File: src/rtl/rv_iopmp_cfg_reg_guard.sv
// Registered guard between the IOPMP config AXI-to-reg bridge and the IOPMP register file.
// Rejects out-of-range, misaligned or partial-strobe accesses, bounds downstream waits, keeps error bookkeeping.
package rv_iopmp_cfg_reg_guard_pkg;
  typedef struct packed {
    logic [63:0] addr;
    logic        write;
    logic [31:0] wdata;
    logic [3:0]  wstrb;
    logic        valid;
  } reg_req_t;

  typedef struct packed {
    logic [31:0] rdata;
    logic        error;
    logic        ready;
  } reg_rsp_t;
endpackage

module rv_iopmp_cfg_reg_guard #(
  parameter int unsigned                ADDR_WIDTH     = 64,
  parameter int unsigned                REG_DATA_WIDTH = 32,
  parameter logic [ADDR_WIDTH-1:0]      CFG_SIZE       = 'h4000,
  parameter int unsigned                TIMEOUT        = 64,
  parameter bit                         FULL_WORD_ONLY = 1'b1,
  parameter type                        reg_req_t      = rv_iopmp_cfg_reg_guard_pkg::reg_req_t,
  parameter type                        reg_rsp_t      = rv_iopmp_cfg_reg_guard_pkg::reg_rsp_t
) (
  input  logic                  clk_i,
  input  logic                  rst_ni,
  input  reg_req_t              slv_req_i,
  output reg_rsp_t              slv_rsp_o,
  output reg_req_t              mst_req_o,
  input  reg_rsp_t              mst_rsp_i,
  input  logic                  err_clr_i,
  output logic                  err_o,
  output logic [1:0]            err_cause_o,
  output logic [ADDR_WIDTH-1:0] err_addr_o,
  output logic [15:0]           err_cnt_o
);
  localparam int unsigned STRB_W = REG_DATA_WIDTH / 8;
  localparam int unsigned CNT_W  = (TIMEOUT > 0) ? $clog2(TIMEOUT + 1) : 1;
  localparam logic [CNT_W-1:0] C_LAST = (TIMEOUT > 0) ? CNT_W'(TIMEOUT - 1) : '0;

  typedef enum logic [1:0] {ST_IDLE, ST_FWD, ST_RESP} state_e;

  state_e                    r_state;
  logic [ADDR_WIDTH-1:0]     r_addr;
  logic                      r_write;
  logic [REG_DATA_WIDTH-1:0] r_wdata;
  logic [STRB_W-1:0]         r_wstrb;
  logic                      r_mst_valid;
  logic [CNT_W-1:0]          r_wait;
  logic                      r_rsp_ready;
  logic                      r_rsp_error;
  logic [REG_DATA_WIDTH-1:0] r_rsp_rdata;

  logic                      r_err;
  logic [1:0]                r_err_cause;
  logic [1:0]                r_cur_cause;
  logic [ADDR_WIDTH-1:0]     r_err_addr;
  logic [15:0]               r_err_cnt;

  logic [1:0]                w_chk_cause;
  logic                      w_idle_req;
  logic                      w_fwd;
  logic                      w_tmo_hit;
  logic                      w_dn_err;
  logic                      w_new_err;
  logic [1:0]                w_new_cause;
  logic [ADDR_WIDTH-1:0]     w_new_addr;

  function automatic logic [15:0] sat_inc(input logic [15:0] v);
    return (v == 16'hFFFF) ? v : v + 16'd1;
  endfunction

  // Guard checks in priority order: range, alignment, partial-strobe write
  always_comb begin
    w_chk_cause = 2'd0;
    if (slv_req_i.addr >= CFG_SIZE) begin
      w_chk_cause = 2'd1;
    end else if (slv_req_i.addr[1:0] != 2'b00) begin
      w_chk_cause = 2'd2;
    end else if (FULL_WORD_ONLY && slv_req_i.write && (slv_req_i.wstrb != {STRB_W{1'b1}})) begin
      w_chk_cause = 2'd2;
    end
  end

  assign w_idle_req  = (r_state == ST_IDLE) && slv_req_i.valid;
  assign w_fwd       = (r_state == ST_FWD);
  assign w_tmo_hit   = w_fwd && !mst_rsp_i.ready && (TIMEOUT != 0) && (r_wait == C_LAST);
  assign w_dn_err    = w_fwd && mst_rsp_i.ready && mst_rsp_i.error;
  assign w_new_err   = (w_idle_req && (w_chk_cause != 2'd0)) || w_tmo_hit || w_dn_err;
  assign w_new_cause = w_idle_req ? w_chk_cause : (w_tmo_hit ? 2'd3 : 2'd0);
  assign w_new_addr  = w_idle_req ? slv_req_i.addr : r_addr;

  always_ff @(posedge clk_i or negedge rst_ni) begin
    if (!rst_ni) begin
      r_state     <= ST_IDLE;
      r_addr      <= '0;
      r_write     <= 1'b0;
      r_wdata     <= '0;
      r_wstrb     <= '0;
      r_mst_valid <= 1'b0;
      r_wait      <= '0;
      r_rsp_ready <= 1'b0;
      r_rsp_error <= 1'b0;
      r_rsp_rdata <= '0;
    end else begin
      case (r_state)
        ST_IDLE: begin
          if (slv_req_i.valid) begin
            r_addr  <= slv_req_i.addr;
            r_write <= slv_req_i.write;
            r_wdata <= slv_req_i.wdata;
            r_wstrb <= slv_req_i.wstrb;
            r_wait  <= '0;
            if (w_chk_cause != 2'd0) begin
              r_rsp_ready <= 1'b1;
              r_rsp_error <= 1'b1;
              r_rsp_rdata <= '0;
              r_state     <= ST_RESP;
            end else begin
              r_mst_valid <= 1'b1;
              r_state     <= ST_FWD;
            end
          end
        end
        ST_FWD: begin
          // Downstream ready takes precedence over an expiring timeout
          if (mst_rsp_i.ready) begin
            r_mst_valid <= 1'b0;
            r_rsp_ready <= 1'b1;
            r_rsp_error <= mst_rsp_i.error;
            r_rsp_rdata <= r_write ? '0 : mst_rsp_i.rdata;
            r_state     <= ST_RESP;
          end else if (w_tmo_hit) begin
            r_mst_valid <= 1'b0;
            r_rsp_ready <= 1'b1;
            r_rsp_error <= 1'b1;
            r_rsp_rdata <= '0;
            r_state     <= ST_RESP;
          end else begin
            r_wait <= r_wait + CNT_W'(1);
          end
        end
        ST_RESP: begin
          r_rsp_ready <= 1'b0;
          r_rsp_error <= 1'b0;
          r_rsp_rdata <= '0;
          r_state     <= ST_IDLE;
        end
        default: begin
          r_mst_valid <= 1'b0;
          r_rsp_ready <= 1'b0;
          r_state     <= ST_IDLE;
        end
      endcase
    end
  end

  // Bookkeeping is written on the edge entering an error RESP; a clear seen during that RESP keeps it as the sole error
  always_ff @(posedge clk_i or negedge rst_ni) begin
    if (!rst_ni) begin
      r_err       <= 1'b0;
      r_err_cause <= 2'd0;
      r_cur_cause <= 2'd0;
      r_err_addr  <= '0;
      r_err_cnt   <= 16'd0;
    end else if (w_new_err) begin
      r_err       <= 1'b1;
      r_cur_cause <= w_new_cause;
      r_err_addr  <= w_new_addr;
      r_err_cnt   <= err_clr_i ? 16'd1 : sat_inc(r_err_cnt);
      if (w_new_cause != 2'd0) begin
        r_err_cause <= w_new_cause;
      end else if (err_clr_i) begin
        r_err_cause <= 2'd0;
      end
    end else begin
      r_err <= 1'b0;
      if (err_clr_i) begin
        if (r_err) begin
          r_err_cnt   <= 16'd1;
          r_err_cause <= r_cur_cause;
        end else begin
          r_err_cnt   <= 16'd0;
          r_err_cause <= 2'd0;
          r_err_addr  <= '0;
        end
      end
    end
  end

  always_comb begin
    mst_req_o       = '0;
    mst_req_o.addr  = r_addr;
    mst_req_o.write = r_write;
    mst_req_o.wdata = r_wdata;
    mst_req_o.wstrb = r_wstrb;
    mst_req_o.valid = r_mst_valid;
    slv_rsp_o       = '0;
    slv_rsp_o.rdata = r_rsp_rdata;
    slv_rsp_o.error = r_rsp_error;
    slv_rsp_o.ready = r_rsp_ready;
  end

  assign err_o       = r_err;
  assign err_cause_o = r_err_cause;
  assign err_addr_o  = r_err_addr;
  assign err_cnt_o   = r_err_cnt;

endmodule

File: config.mk
export PLATFORM = sky130hd
export DESIGN_NAME = rv_iopmp_cfg_reg_guard
export DESIGN_NICKNAME = d
export VERILOG_FILES = /design/src/rtl/rv_iopmp_cfg_reg_guard.sv
export SDC_FILE = /design/constraint.sdc
export NUM_CORES = 1
export LEC_CHECK = 0
export CAP_MARGIN = 15
export CELL_PAD_IN_SITES_DETAIL_PLACEMENT = 1
export CELL_PAD_IN_SITES_GLOBAL_PLACEMENT = 1
export CORE_ASPECT_RATIO = 1.25
export CORE_MARGIN = 2
export CORE_UTILIZATION = 32
export DETAILED_ROUTE_END_ITERATION = 10
export GPL_ROUTABILITY_DRIVEN = 0
export HOLD_SLACK_MARGIN = 0.08
export PLACE_DENSITY_LB_ADDON = 0.1
export SYNTH_ARGS = -nofsm -noshare
export SYNTH_HDL_FRONTEND = slang
export SYNTH_SLANG_ARGS = --single-unit
File: constraint.sdc
create_clock -name clk_i -period 2.6 [get_ports clk_i]
set_clock_uncertainty 0.15 [all_clocks]
set_input_delay 0.39 -clock clk_i [delete_from_list [all_inputs] [get_ports clk_i]]
set_output_delay 0.39 -clock clk_i [all_outputs]
set_load 0.05 [all_outputs]
==> impl_metrics.csv <==
group,metric,value,unit
outcome,status,"finished clean",
worst_setup_path,slowest_stage,"clkdlybuf4s50_1",
timing,relSlewSlack,59.2,%
routing,routed_wl,32.0,mm
worst_setup_path,r2r-start,"r_wait[2]",
clock_tree,clk_latency,0.52,ns
worst_setup_path,path_buf_inv,4,
placed_design,place_hpwl,22.5,mm
grt,grt_pass1_vias,8967,
clock_tree,cts_buffers,25,
layout,syn_to_final_growth,56.7,%
layout,final_area,14500,um2
floorplan,die_h,194,um
worst_setup_path,crit_path_max_incr_delay,0.48,ns
worst_setup_path,crit_family,"buffers and inverters",
floorplan,core-area,28500,um2
floorplan,io_pins,358,
grt,grt_pass1_wl,50.4,mm
routing,antenna_left,0,
worst_setup_path,reg2reg_depth,8,
yosys,ys_seq_area_share,62.1,%
clock_tree,h-tree-depth,1,
timing,rsz0062_at_grt,"false",
timing,finalHoldViolations,0,
yosys,syn_nets,1119,
floorplan,die_area,30400,um2
yosys,yosysWarningCount,0,
timing,fin_crit,2.47,ns
yosys,ys_types,49,
routing,drcViolationCount,0,
power_and_ir_drop,leakage,6.91,nW
worst_setup_path,crit_type,"in -> reg",
yosys,netlist_top_cells_count,"447 x nand2_1, 230 x dfrtp_1, 68 x nand3_1, 42 x clkbuf_1, 32 x a22o_1",
placed_design,io_buffers,357,
routing,viasPerCell,4.84,
power_and_ir_drop,power_density,778,nW/um2
floorplan,fp-row-count,69,
worst_setup_path,rrSetupSlack,0.17,ns
worst_setup_path,critPathCaptureType,"flop",
timing,tightest_slew,0.610,ns
layout,layout.nets,1508,
clock_tree,cts_tree,"built",
worst_setup_path,crit_chain,"clkdlybuf4s50_1, nor4_4, buf_4, nand4_1, nor4_4, buf_4, a21boi_1, o31ai_4, buf_12, a22o_1",
run,maxCapViolCount,0,
yosys,synth.top_cells.by_area,"dfrtp_1 62%, nand2_1 18%, nand3_1 3.7%",
yosys,ys_ff_latch,230,
hold_path,min_path_type,"in -> async",
grt,grt_max_degree,106,
yosys,synth_edf_count,0,
grt,antenna_found_initial,1,
clock_tree,clock_sinks,230,
layout,layout-drive-gt1-share,8.95,%
yosys,syn_area,9270,um2
layout,multi_input_area,3250,um2
clock_tree,cts.path.max_buffers,3,
yosys,synth_top_area_share,62.1,%
clock_tree,root_buffer,"clkbuf_16",
clock_tree,clkTransAtPathRegs,0.06,ns
yosys,synth_most_common_cell,"nand2_1",
yosys,synth_area_per_cell,9.48,um2
yosys,synth_largest_area_cell,"dfrtp_1",
worst_setup_path,cp-start-kind,"input pin",
routing,dr.pass1.iters,4,
worst_setup_path,critPathMaxFanout,33,
layout,seq_area,5760,um2
floorplan,die_w,156,um
grt,grt-ovfl-total,0,
timing,min_period_over_period,95.1,%
worst_setup_path,critPathRequiredTime,2.90,ns
timing,max_clock_freq,405,MHz
power_and_ir_drop,irDropWorstVdd,0.000399,V
routing,drtIter0Drc,287,
worst_setup_path,regToRegEndpoint,"err_cnt_o[15]",
yosys,synthArstFlopShare,100,%
timing,setup_viol,0,
layout,fill_cells,3191,
routing,wl_per_cell,18.4,um
yosys,synthFlopType,"dfrtp_1",
timing,final_max_slew_viol_count,0,
placed_design,place_area,13700,um2
worst_setup_path,path_depth,10,
layout,fin_util,51.0,%
yosys,synth_cells,978,
routing,via_count,8428,
worst_setup_path,arrival,2.77,ns
grt,track_usage,20.9,%
floorplan,start_util,32.5,%
-- stage by stage --
| step | cells | power, mW | hold WS, ns | setup WS [ns] | TNS, ns |
|---|---|---|---|---|---|
| 3_3_place_gp | 1693 | 7.82 | 0.218 | -0.575 | -61.73 |
| 3_5_place_dp | 1693 | 7.86 | 0.215 | -0.614 | -65.30 |
| 6_report | 1741 | 11.3 | 0.253 | 0.128 | 0 |
| 2_1_floorplan | 978 | 6.31 | -0.0556 | 0.202 | 0 |
| 5_1_grt | 1741 | 11.8 | 0.237 | 0.0190 | 0 |
| 4_1_cts | 1739 | 11.5 | 0.231 | 0.0331 | 0 |
-- per-layer routing --
metal,share of wire (%),track usage (%)
met1,41,25.5
met2,50,35.9
met3,7.2,6.01
met4,2.6,5.61
met5,0,0
-- logic make-up (layout without fill, tap and decap cells) --
| family | after synthesis | count (layout) | share of synthesized area [%] |
|---|---|---|---|
| compound gates | 73 | 73 | 6.16 |
| xor+xnor | 5 | 5 | 0.472 |
| fa+ha+maj | 2 | 2 | 0.270 |
| buf+inv | 68 | 475 | 3.32 |
| flops | 230 | 230 | 62.1 |
| mux | 4 | 4 | 0.486 |
| other cells | 0 | 1 | 0 |
| simple gates | 596 | 596 | 27.2 |
-- how the worst max path moves through the flow --
| stage | start | end | slack [ns] |
|---|---|---|---|
| after CTS | slv_req_i[100] | r_rsp_rdata[10] | 0.03 |
| after global placement | slv_req_i[59] | err_cnt_o[6] | -0.58 |
| after global routing | slv_req_i[100] | r_rsp_rdata[11] | 0.02 |
| final | slv_req_i[100] | r_rsp_rdata[8] | 0.13 |
| after detailed placement | slv_req_i[64] | r_rsp_rdata[20] | -0.61 |
| after floorplan | err_cnt_o[2] | err_cnt_o[3] | 0.20 |
-- report_power, final --
| group | total, mW | internal [mW] | switching [mW] |
|---|---|---|---|
| clock | 3.53 | 2.10 | 1.43 |
| sequential | 4.23 | 3.99 | 0.239 |
| combinational | 3.54 | 1.16 | 2.37 |
| total | 11.3 | 7.26 | 4.04 |
-- final cells by class --
class	instances	area share [%]
tap	355	3.06
sequential	230	39.6
clock buffer	41	5.27
multi-input combinational	680	22.4
clock inverter	4	0.336
antenna	1	0.0172
timing repair buffer	426	29.2
inverter	4	0.103
-- cell usage in the layout, fill, tap and decap left out, types with 10 or more instances in the layout --
| master | instances |
|---|---|
| nand2_1 | 446 |
| clkdlybuf4s50_1 | 356 |
| dfrtp_1 | 230 |
| nand3_1 | 68 |
| buf_4 | 57 |
| a22o_1 | 32 |
| clkbuf_16 | 25 |
| nor2_1 | 18 |
| nand4_1 | 14 |
| a21oi_1 | 13 |
| buf_12 | 11 |
| nor4_1 | 10 |
-- registers in the layout (all words and copies together), names as in the netlist, 4 cells and up --
name / count
err_addr_o: 64
r_addr: 64
r_rsp_rdata: 32
r_wdata: 32
err_cnt_o: 16
r_wait: 7
r_wstrb: 4
-- what timing repair did --
action | 4_1_cts | 5_1_grt
buffers inserted | 0 | 1
endpoints found under the hold margin | 124 | 0
hold buffers | 1 | 0
setup endpoints to repair | 66 | 81
gates resized for setup | 2 | 3
pin swaps | 1 | 1
(Power assumes the default switching activity.)
